$ cat src/rtl/tt_um_dev_latch_bank_if.sv
// Pin bundle for the latch bank: TT user-slot byte lanes.
// master drives ui_in/uio_in, slave drives uo_out/uio_out/uio_oe.
interface tt_um_dev_latch_bank_if;
  logic [7:0] ui_in;
  logic [7:0] uio_in;
  logic [7:0] uo_out;
  logic [7:0] uio_out;
  logic [7:0] uio_oe;

  modport master (
    output ui_in, uio_in,
    input  uo_out, uio_out, uio_oe
  );

  modport slave (
    input  ui_in, uio_in,
    output uo_out, uio_out, uio_oe
  );
endinterface

$ cat src/rtl/tt_um_dev_latch_bank.sv
// DEPTH x WIDTH clocked storage bank: latch/dff/toggle/shift modes + clear sweep.
// Ports: clk, rst_n (async low), ena (ignored), bus (ui_in/uio_in in, uo_out/uio_out/uio_oe out).
module tt_um_dev_latch_bank #(
  parameter int WIDTH       = 4,
  parameter int DEPTH       = 4,
  parameter int SYNC_STAGES = 2
) (
  input  logic clk,
  input  logic rst_n,
  input  logic ena,
  tt_um_dev_latch_bank_if.slave bus
);

  localparam int ADDR_W = $clog2(DEPTH);
  localparam int PW     = WIDTH + ADDR_W + 4;

  localparam logic [0:0] S_IDLE  = 1'b0;
  localparam logic [0:0] S_CLEAR = 1'b1;

  localparam logic [ADDR_W-1:0] LAST = ADDR_W'(DEPTH - 1);

  // Every pin field goes through the same chain so they stay aligned.
  logic [PW-1:0] pin;
  logic [PW-1:0] sync_q [SYNC_STAGES];
  logic [PW-1:0] s;

  assign pin = {bus.uio_in[1:0],
                bus.ui_in[7],
                bus.ui_in[6],
                bus.ui_in[4 +: ADDR_W],
                bus.ui_in[WIDTH-1:0]};

  always_ff @(posedge clk or negedge rst_n) begin
    if (!rst_n) begin
      for (int i = 0; i < SYNC_STAGES; i++)
        sync_q[i] <= '0;
    end else begin
      sync_q[0] <= pin;
      for (int i = 1; i < SYNC_STAGES; i++)
        sync_q[i] <= sync_q[i-1];
    end
  end

  assign s = sync_q[SYNC_STAGES-1];

  logic [WIDTH-1:0]  d_s;
  logic [ADDR_W-1:0] addr_s;
  logic              en_s;
  logic              clr_s;
  logic [1:0]        mode_s;

  assign d_s    = s[WIDTH-1:0];
  assign addr_s = s[WIDTH +: ADDR_W];
  assign en_s   = s[WIDTH+ADDR_W];
  assign clr_s  = s[WIDTH+ADDR_W+1];
  assign mode_s = s[PW-1 -: 2];

  logic en_d1_q;
  logic clr_d1_q;
  logic en_rise;
  logic clr_rise;

  assign en_rise  = en_s & ~en_d1_q;
  assign clr_rise = clr_s & ~clr_d1_q;

  logic [0:0]        state_q, state_d;
  logic [ADDR_W-1:0] ptr_q, ptr_d;
  logic [WIDTH-1:0]  mem_q [DEPTH];
  logic [WIDTH-1:0]  mem_d [DEPTH];
  logic [7:0]        uo_q, uo_d;

  logic busy;
  logic clr_go;

  assign busy   = (state_q == S_CLEAR);
  // A clr_rise during the sweep is ignored.
  assign clr_go = clr_rise & ~busy;

  always_comb begin
    mem_d   = mem_q;
    state_d = state_q;
    ptr_d   = ptr_q;
    unique case (1'b1)
      busy: begin
        mem_d[ptr_q] = '0;
        ptr_d        = ptr_q + 1'b1;
        if (ptr_q == LAST) begin
          state_d = S_IDLE;
          ptr_d   = '0;
        end
      end
      // Clear wins over a coincident write.
      clr_go: begin
        state_d = S_CLEAR;
        ptr_d   = '0;
      end
      default: begin
        unique case (mode_s)
          2'b00: if (en_s) mem_d[addr_s] = d_s;
          2'b01: if (en_rise) mem_d[addr_s] = d_s;
          2'b10: if (en_rise) mem_d[addr_s] = mem_q[addr_s] ^ d_s;
          2'b11: begin
            if (en_rise) begin
              for (int i = DEPTH - 1; i > 0; i--)
                mem_d[i] = mem_q[i-1];
              mem_d[0] = d_s;
            end
          end
        endcase
      end
    endcase
  end

  always_comb begin
    uo_d              = '0;
    uo_d[WIDTH-1:0]   = mem_q[addr_s];
    uo_d[4]           = busy;
    uo_d[5]           = en_s;
    uo_d[7:6]         = mode_s;
  end

  always_ff @(posedge clk or negedge rst_n) begin
    if (!rst_n) begin
      en_d1_q  <= 1'b0;
      clr_d1_q <= 1'b0;
      state_q  <= S_IDLE;
      ptr_q    <= '0;
      uo_q     <= '0;
      for (int i = 0; i < DEPTH; i++)
        mem_q[i] <= '0;
    end else begin
      en_d1_q  <= en_s;
      clr_d1_q <= clr_s;
      state_q  <= state_d;
      ptr_q    <= ptr_d;
      uo_q     <= uo_d;
      mem_q    <= mem_d;
    end
  end

  assign bus.uo_out  = uo_q;
  assign bus.uio_out = '0;
  assign bus.uio_oe  = '0;

  logic unused_ok;
  assign unused_ok = &{1'b0, ena, bus.ui_in, bus.uio_in};

endmodule
$ cat src/flat_wrapper.sv
// flat-port wrapper written by rule: the top's interface ports become plain ports
module tt_um_dev_latch_bank_flat 
#(
  parameter int WIDTH       = 4,
  parameter int DEPTH       = 4,
  parameter int SYNC_STAGES = 2
)
  (clk, rst_n, ena, bus_ui_in, bus_uio_in, bus_uo_out, bus_uio_out, bus_uio_oe);
  tt_um_dev_latch_bank_if bus_i ();
  input  logic clk;
  input  logic rst_n;
  input  logic ena;
  input wire logic [$bits(bus_i.ui_in)-1:0] bus_ui_in;
  input wire logic [$bits(bus_i.uio_in)-1:0] bus_uio_in;
  output wire logic [$bits(bus_i.uo_out)-1:0] bus_uo_out;
  output wire logic [$bits(bus_i.uio_out)-1:0] bus_uio_out;
  output wire logic [$bits(bus_i.uio_oe)-1:0] bus_uio_oe;
  assign bus_i.ui_in = bus_ui_in;
  assign bus_i.uio_in = bus_uio_in;
  assign bus_uo_out = bus_i.uo_out;
  assign bus_uio_out = bus_i.uio_out;
  assign bus_uio_oe = bus_i.uio_oe;
  tt_um_dev_latch_bank #(.WIDTH(WIDTH), .DEPTH(DEPTH), .SYNC_STAGES(SYNC_STAGES)) u_core (.clk(clk), .rst_n(rst_n), .ena(ena), .bus(bus_i));
endmodule
$ cat config.mk
export PLATFORM = sky130hd
export DESIGN_NAME = tt_um_dev_latch_bank_flat
export DESIGN_NICKNAME = d
export VERILOG_FILES = /design/src/rtl/tt_um_dev_latch_bank_if.sv /design/src/rtl/tt_um_dev_latch_bank.sv /design/src/flat_wrapper.sv
export SDC_FILE = /design/constraint.sdc
export NUM_CORES = 1
export LEC_CHECK = 0
export ABC_AREA = 1
export CAP_MARGIN = 20
export CORE_ASPECT_RATIO = 0.5
export CORE_UTILIZATION = 30
export CTS_BUF_LIST = sky130_fd_sc_hd__clkbuf_8
export DETAILED_ROUTE_END_ITERATION = 16
export PLACE_DENSITY = 0.5
export SETUP_SLACK_MARGIN = 0.1
export SYNTH_ARGS = -nofsm -noshare
export SYNTH_HDL_FRONTEND = slang
export SYNTH_SLANG_ARGS = --single-unit
$ cat constraint.sdc
create_clock -name clk -period 1.8 [get_ports clk]
set_input_delay 0.27 -clock clk [delete_from_list [all_inputs] [get_ports clk]]
set_output_delay 0.27 -clock clk [all_outputs]
set_load 0.02 [all_outputs]
== After elaboration in Yosys (flattened, before gate mapping) ==
Cells that the tools add are included.

* Multiplexer cells: 19
* Reduce and logical (&&, ||, !) cells: 5
* Bitwise logic cells: 12
* Order comparisons: 4
* Eq/ne operators: 8
* $add $sub $neg: 1

{| class="wikitable"
|+ Operator list
! cell !! number
|-
| 2-to-1 mux 16 bit || 4
|-
| case mux 16 bit (4 select lines) || 1
|-
| bitwise mux 16 bit || 2
|-
| case mux 16 bit (2 select lines) || 1
|-
| AND 16 bit || 1
|-
| demux 4 bit (select 2 bit) || 2
|-
| 2-to-1 mux 4 bit || 4
|-
| inverter 16 bit || 1
|-
| inequality test 3 x 1 -> 1 bit, second input constant || 4
|-
| binary-select mux 4 bit (select 2 bit) || 1
|-
| equality test 2 bit, second input constant || 3
|-
| greater-or-equal comparator 3 bit, second input constant || 2
|-
| < comparator 3 x 1 -> 1 bit, second input constant || 2
|-
| inverter 2 -> 3 bit || 2
|-
| AND reduction 5 bit || 1
|-
| inverter 1 bit || 4
|-
| case mux 2 bit (2 select lines) || 1
|-
| XOR 4 bit || 1
|-
| AND 1 bit || 3
|-
| adder 2 x 1 -> 2 bit, second input constant || 1
|-
| equality test 2 x 1 -> 1 bit, second input constant || 1
|-
| logical AND 1 bit || 2
|-
| logical NOT 2 bit || 1
|-
| 2-to-1 mux 2 bit || 1
|-
| other kinds (3) || 3
|}

* Output and inout port bits: 24
* Word-level logic and storage cells: 60
* Input bits: 19
* Register bits: 49

== Depth between registers and ports, before layout ==
Gate-level depths: netlist of run 1.

* Depth after elaboration: 9
* Gate-level depth with buffers: 11

== Least setup slack after synthesis of run 1 ==
No wires, ideal clock.

* Kind: register to register
* From: register u_core.sync_q (netlist bit u_core.s[9])
* To: register u_core.mem_q[12] in the netlist's numbering
* Path buffers: 1
* Clock period less this slack: 1304 ps
* Stages on the path, launching flop included: 10
* Data arrival time: 1188 ps
* Setup slack: 496 ps
* Path through: dfrtp_1 > buf_4 > o21ai_1 > nand3_1 > nand2_1 > inv_1 > a21oi_1 > o21ai_1 > nand2_1 > nand2_1

* Cells in the longest elaborated chain, start to end: 3

{| class="wikitable"
|+ RTL lines
! item !! line !! source
|-
| from (decl) || tt_um_dev_latch_bank.sv:24 || <nowiki>logic [PW-1:0] sync_q [SYNC_STAGES];</nowiki>
|-
| from (signal, indexed assignment) || tt_um_dev_latch_bank.sv:40 || <nowiki>sync_q[i] <= sync_q[i-1];</nowiki>
|-
| equality test 2 bit, or another cell as far along || tt_um_dev_latch_bank.sv:98 || <nowiki>unique case (mode_s)</nowiki>
|-
| case mux 16 bit (4 select lines) or inequality test 3 x 1 -> 1 bit (tied branches) || -- ||
|-
| case mux 16 bit (2 select lines) or AND reduction 5 bit (tied branches) || -- ||
|-
| to (signal assigned) || tt_um_dev_latch_bank.sv:137 || <nowiki>mem_q <= mem_d;</nowiki>
|-
| to (decl) || tt_um_dev_latch_bank.sv:68 || <nowiki>logic [WIDTH-1:0] mem_q [DEPTH];</nowiki>
|}

Several ways; a longest one is shown, not always the timed one.
A chain may end at the register's enable or synchronous reset.

== Worst setup path after layout of run 1 ==
* From: register u_core.uo_q[5], in the netlist u_core.bus.uo_out[5]
* To: output bus_uo_out[5]

{| class="wikitable"
|+ RTL lines
! item !! line !! source
|-
| from (decl) || tt_um_dev_latch_bank.sv:70 || <nowiki>logic [7:0] uo_q, uo_d;</nowiki>
|-
| from (signal assigned) || tt_um_dev_latch_bank.sv:136 || <nowiki>uo_q <= uo_d;</nowiki>
|-
| to (decl) || flat_wrapper.sv:15 || <nowiki>output wire logic [$bits(bus_i.uo_out)-1:0] bus_uo_out;</nowiki>
|}

No word-level cell between the ends.

==> run metrics, run 1 <==
Post-Syn Area=2630 sq um; TNS Setup=0 ns; Placer Congestion=0.911; most common cell after layout, fill and taps aside=nand2_1; max-cap violations=0; Lkg Pwr=1.44 nW; DR vias=2136; Fmax achieved=0.635 GHz; largest net degree at the start of global routing=21; area of the die=9170 sq um; share of layout cells above drive strength 1=13.2%; post-synth cell types=22; maximum root-to-sink buffer count=2; WL/cell=13.2 microns; met1 Use GR=22.0%; grt ovf=0; final setup violation count=0; crit-path cells=clkdlybuf4s50_1; DR vias/cell=4.55; CTS sink count=48; Crit Path Category=flip-flop to output port; io pins=43; CP Launch Type=flip-flop; met2 GRT Util=22.0%; clk slew on worst S/H paths=0.09 ns; top post-synthesis cells by area=dfrtp_1 (46%), nand2_1 (15%), nor2_1 (6.6%); final wirelength=6.19 mm; Top FF cell, synth=dfrtp_1; RSZ-0062 raised after global routing=true; Synth top area share=45.7%; CP Max Fanout=2; Site Rows=23; met3 Usage GRT=3.93%; vias in the first global route=2053; Setup Buffers After CTS=0; most frequent cells in the layout=nand2_1 (105), dfrtp_1 (47), nor2_1 (46); global-route wire length before repair=10.4 mm; HPWL after DPL=4.60 mm; Seq/Total Area, Yosys=45.7%; H-tree depth=2; Critical Path RT=1.53 ns; Post-synth EDFFs=0; clk_lat worst skew=0.32 ns; initial antenna violation count=0; width of the die=134 microns; GRT Total Usage=15.4%; Slowest-stage cell, CP=clkdlybuf4s50_1; total CTS buffers=5; CTS tree=built; Largest stage delay, worst path=0.61 ns; DIE HEIGHT=68.2 microns; Pwr Density=1310 nW/um^2; Crit. End Element=output port; GRT busiest layer=met2; Crit path arrival time=1.30 ns; drt drc=0; ANT cells=0; Synth Instances=332; Tmin final=1.57 ns; DR iter-0 viols=132; Total Power=3.86 mW; Slew Limit Fails=0; ys async rst share=100%; Hold WC Path Type=flip-flop to flip-flop; root buffer cell=clkbuf_8; skew final=0.0107 ns; Pre-antenna DRT Iters=5; status=complete, no violations; Yosys reg bits=48; crit-path leading delay family=buffers and inverters; Tcrit/Tclk final=87.4%; core box area=8260 sq um; Routed Antenna Nets=0; port bufs=19; Max rail drop VDD=0.472 mV; # nets final=379; Fin. Hold Viols=0; area leader, netlist=dfrtp_1; synthesized area per cell=7.92 sq um; initial core utilization=31.8%; Worst Path Buf+Inv=1; Syn-to-layout area delta=12.3%; YS warnings=0
[synth_stat cells, drive strengths merged (4+ instances only)]
cell type  instances
nand2            116
nor2              49
dfrtp             48
nand3             27
inv               23
buf               22
a21oi             10
o21ai             10
a22oi              8
a31oi              8
clkbuf             4
ha                 4
[layer usage]
layer  vias up  share of wire, %
li1       1059                 -
met1      1008                52
met2        60                41
met3         9               5.4
met4         0               1.6
met5         -                 0
[cells by family (layout without fill, tap and decap cells)]
group	Yosys count	in the layout	share of synthesized area, %
simple gates	193	193	30.8
buf+inv	50	60	12.3
flops	48	48	45.7
other cells	1	16	0.143
compound gates	36	36	9.13
fa+ha+maj	4	4	1.90
[worst register-to-register path, delay by kind of cell (launching register included)]
kind            cells  cell delay, ns
compound gates      2            0.22
buf+inv             2            0.28
flops               1            0.42
simple gates        3            0.54
[flip-flops by register name (all words and copies together) (netlist names)]
signal / count
u_core.busy: 1
u_core.clr_d1_q: 1
u_core.s: 10
u_core.sync_q: 10
u_core.ptr_q: 2
u_core.mem_q: 16
u_core.bus.uo_out: 8
[per-stage QoR]
stage          util (%)  hold WS [ns]  setup WS [ns]  cell area [sq um]  instances
2_1_floorplan         -       -0.0256          0.496               2690        347
3_3_place_gp       34.4         0.181          0.172               2840        460
3_5_place_dp       34.4         0.187          0.145               2840        460
4_1_cts            35.7         0.356          0.145               2950        469
5_1_grt            35.8         0.361         0.0591               2950        469
6_report           35.8         0.354          0.226               2950        469
[worst paths after layout]
| path | slack (ns) | to | cells after the start | startpoint |
|---|---|---|---|---|
| min in group asynchronous | 0.37 | u_core.sync_q[10] | 2 | rst_n |
| max in group asynchronous | 0.84 | u_core.mem_q[10] | 3 | rst_n |
| setup / recovery | 0.23 | bus_uo_out[5] | 1 | u_core.bus.uo_out[5] |
| setup reg to reg | 0.25 | u_core.mem_q[7] | 7 | u_core.s[9] |
| hold / removal | 0.35 | u_core.s[9] | 0 | u_core.sync_q[19] |
| hold reg to reg | 0.35 | u_core.s[9] | 0 | u_core.sync_q[19] |
[where the power goes]
group | switching (mW) | leakage, nW | internal [mW]
Combinational | 0.941 | 0.811 | 0.587
Clock | 0.380 | 0.0516 | 0.314
Sequential | 0.298 | 0.578 | 1.34
Total | 1.62 | 1.44 | 2.24
[area by class of cell]
class	instances	area [sq um]
clock inverters	2	13.8
fillers	883	5310
well taps	112	140
clock buffers	6	82.6
inverters	23	86.3
multi-input cells	249	1160
repair buffers	29	263
flip-flops and latches	48	1200
[what timing repair did]
| action | in CTS | in global routing |
|---|---|---|
| endpoints found under the hold margin | 13 | 0 |
| hold buffers | 1 | 0 |
| endpoints found under the setup margin | 0 | 14 |
| resized for setup | 0 | 2 |
Power figures use the tool's default switching activity.
==> inputs of run 2 (changes only) <==
- CORE_UTILIZATION: 30 -> 59
- PLACE_DENSITY: 0.5 -> 0.87
- SETUP_SLACK_MARGIN: 0.1 -> unset
- clock period: 1.8 -> 2 ns (I/O delays scaled with it)
==> run metrics, run 2 (synthesis gave the netlist of run 1 again) <==
beginning of the critical path=u_core.s[9] (was u_core.bus.uo_out[5]); Syn-to-layout area delta=8.94% (was 12.3%); measured slew at the worst slew-check pin=0.589 ns; global-route wire length before repair=9.65 mm (was 10.4 mm); Slew Limit Fails=0 (unchanged); total CTS buffers=5 (unchanged); CP Launch Type=flip-flop (unchanged); crit-path cells=inv_1, nor2_1, inv_2, o21ai_0, o21ai_0, nand2_1, nand2_1 (was clkdlybuf4s50_1); Layout Utilization=70.2% (was 35.8%); drt drc=0 (unchanged); Pre-antenna DRT Iters=5 (unchanged); TNS Setup=0 ns (unchanged); core box area=4080 sq um (was 8260 sq um); Max rail drop VDD=0.685 mV (was 0.472 mV); footprint of the multi-input gates=1160 sq um (about the same); R2R Path Start=u_core.s[9] (unchanged); Pwr Density=1210 nW/um^2 (was 1310 nW/um^2); post-CTS sizing=0 (unchanged); DR vias=2216 (was 2136); DR vias/cell=5.43 (was 4.55); most frequent cells in the layout=nand2_1 (105), dfrtp_1 (48), nor2_1 (46) (was nand2_1 (105), dfrtp_1 (47), nor2_1 (46)); maximum root-to-sink buffer count=2 (unchanged); Reg area=1200 sq um (about the same); Site Rows=16 (was 23); Total Power=3.47 mW (was 3.86 mW); fillers=337 (was 883); Placer Congestion=0.941 (was 0.911); Setup Buffers After CTS=0 (unchanged); most common cell after layout, fill and taps aside=nand2_1 (unchanged); Tmin final=1.72 ns; Tcrit/Tclk final=85.9%; Lkg Pwr=1.43 nW (was 1.44 nW); CTS sink count=48 (unchanged); crit-path leading delay family=compound AO/OA/AOI/OAI gates (was buffers and inverters); Crit path arrival time=1.97 ns (was 1.30 ns); initial core utilization=64.4% (was 31.8%); reg2reg setup slack=0.28 ns (was 0.25 ns); Hold WC Path Type=flip-flop to flip-flop (unchanged); dpl ws=0.354 ns (was 0.145 ns); Crit. End Element=flip-flop (was output port); skew final=0.00512 ns (was 0.0107 ns); Levels on crit path=7 (was 1); Slowest-stage cell, CP=dfrtp_1 (was clkdlybuf4s50_1); # nets final=376 (was 379); largest net degree at the start of global routing=26 (was 21); Placement Cell Area=2760 sq um (was 2840 sq um); Hold Slack=0.347 ns (was 0.354 ns); io pins=43 (unchanged); Worst Hold Depth=0 (unchanged); max reg flops=16 (unchanged); GRT Total Usage=28.0% (was 15.4%); H-tree depth=2 (unchanged); Slew HR=60.7%; Routed Antenna Nets=0 (unchanged); WL/cell=14.6 microns (was 13.2 microns); DIE HEIGHT=49.2 microns (was 68.2 microns); width of the die=96.4 microns (was 134 microns); CP Max Fanout=17 (was 2); port bufs=19 (unchanged); DR iter-0 viols=210 (was 132); r2r worst-path depth=7 (unchanged); Worst Setup EP=u_core.mem_q[12] (was bus_uo_out[5]); vias in the first global route=1974 (was 2053); Crit Path Category=flip-flop to flip-flop (was flip-flop to output port); Post-Layout Cell Count=408 (was 469); Critical Path RT=2.25 ns (was 1.53 ns); root buffer cell=clkbuf_8 (unchanged); placed cell count=399 (was 460); area of the die=4740 sq um (was 9170 sq um); hold_buf cts=1 (unchanged); ANT cells=0 (unchanged); clk slew on worst S/H paths=0.09 ns (about the same); final setup violation count=0 (unchanged); max-cap violations=0 (unchanged); HPWL after DPL=4.29 mm (was 4.60 mm); RSZ-0062 raised after global routing=false (was true); worst flop-to-flop path endpoint=u_core.mem_q[12] (was u_core.mem_q[7]); clk_lat worst skew=0.31 ns (was 0.32 ns); Biggest register=u_core.mem_q (unchanged); grt ovf=0 (unchanged); final wirelength=5.95 mm (was 6.19 mm); Largest stage delay, worst path=0.54 ns (was 0.61 ns); PnR worst setup slack=0.282 ns (was 0.226 ns); cell area after layout=2870 sq um (was 2950 sq um); Fmax achieved=0.582 GHz; CTS tree=built (unchanged); share of layout cells above drive strength 1=11.9% (was 13.2%); status=complete, no violations (unchanged); Fin. Hold Viols=0 (unchanged); Worst Path Buf+Inv=2 (was 1); initial antenna violation count=0 (unchanged)
-- run 2: metal layers --
layer / share of wire, % / wire length, microns / vias up / GRT usage, %
li1: - / - / 1058 / -
met1: 47 / 2790 / 1038 / 43.3
met2: 43 / 2540 / 111 / 39.5
met3: 9.4 / 558 / 9 / 6.39
met4: 1.0 / 61 / 0 / 6.86
met5: 0 / 0 / - / 0
-- run 2: how the worst min path moves through the flow --
stage,start,endpoint
after global routing,u_core.sync_q[10],u_core.s[0]
final,u_core.sync_q[10],u_core.s[0]
after CTS,u_core.sync_q[10],u_core.s[0]
after floorplan,rst_n,u_core.bus.uo_out[0]
after detailed placement,rst_n,u_core.bus.uo_out[7]
after global placement,rst_n,u_core.bus.uo_out[7]
-- run 2: final cells by class --
cell class	instances	area share (%)
multi-input cells	249	40.5
flip-flops and latches	48	41.9
clock inverters	2	0.480
clock buffers	6	2.88
repair buffers	26	8.82
well taps	54	2.36
inverters	23	3.01
-- run 2: power by group --
group,switching [mW],internal (mW),leakage [nW],total [mW]
Combinational,0.862,0.524,0.800,1.39
Sequential,0.250,1.21,0.579,1.46
Clock,0.344,0.283,0.0516,0.627
-- run 2: worst reg2reg max path: cells and delay by family (launching register included) --
kind / cells / cell delay (ns)
buffers and inverters: 2 / 0.36
and+or+nand+nor: 3 / 0.21
AOI/OAI and AO/OA: 2 / 0.56
DFF: 1 / 0.54
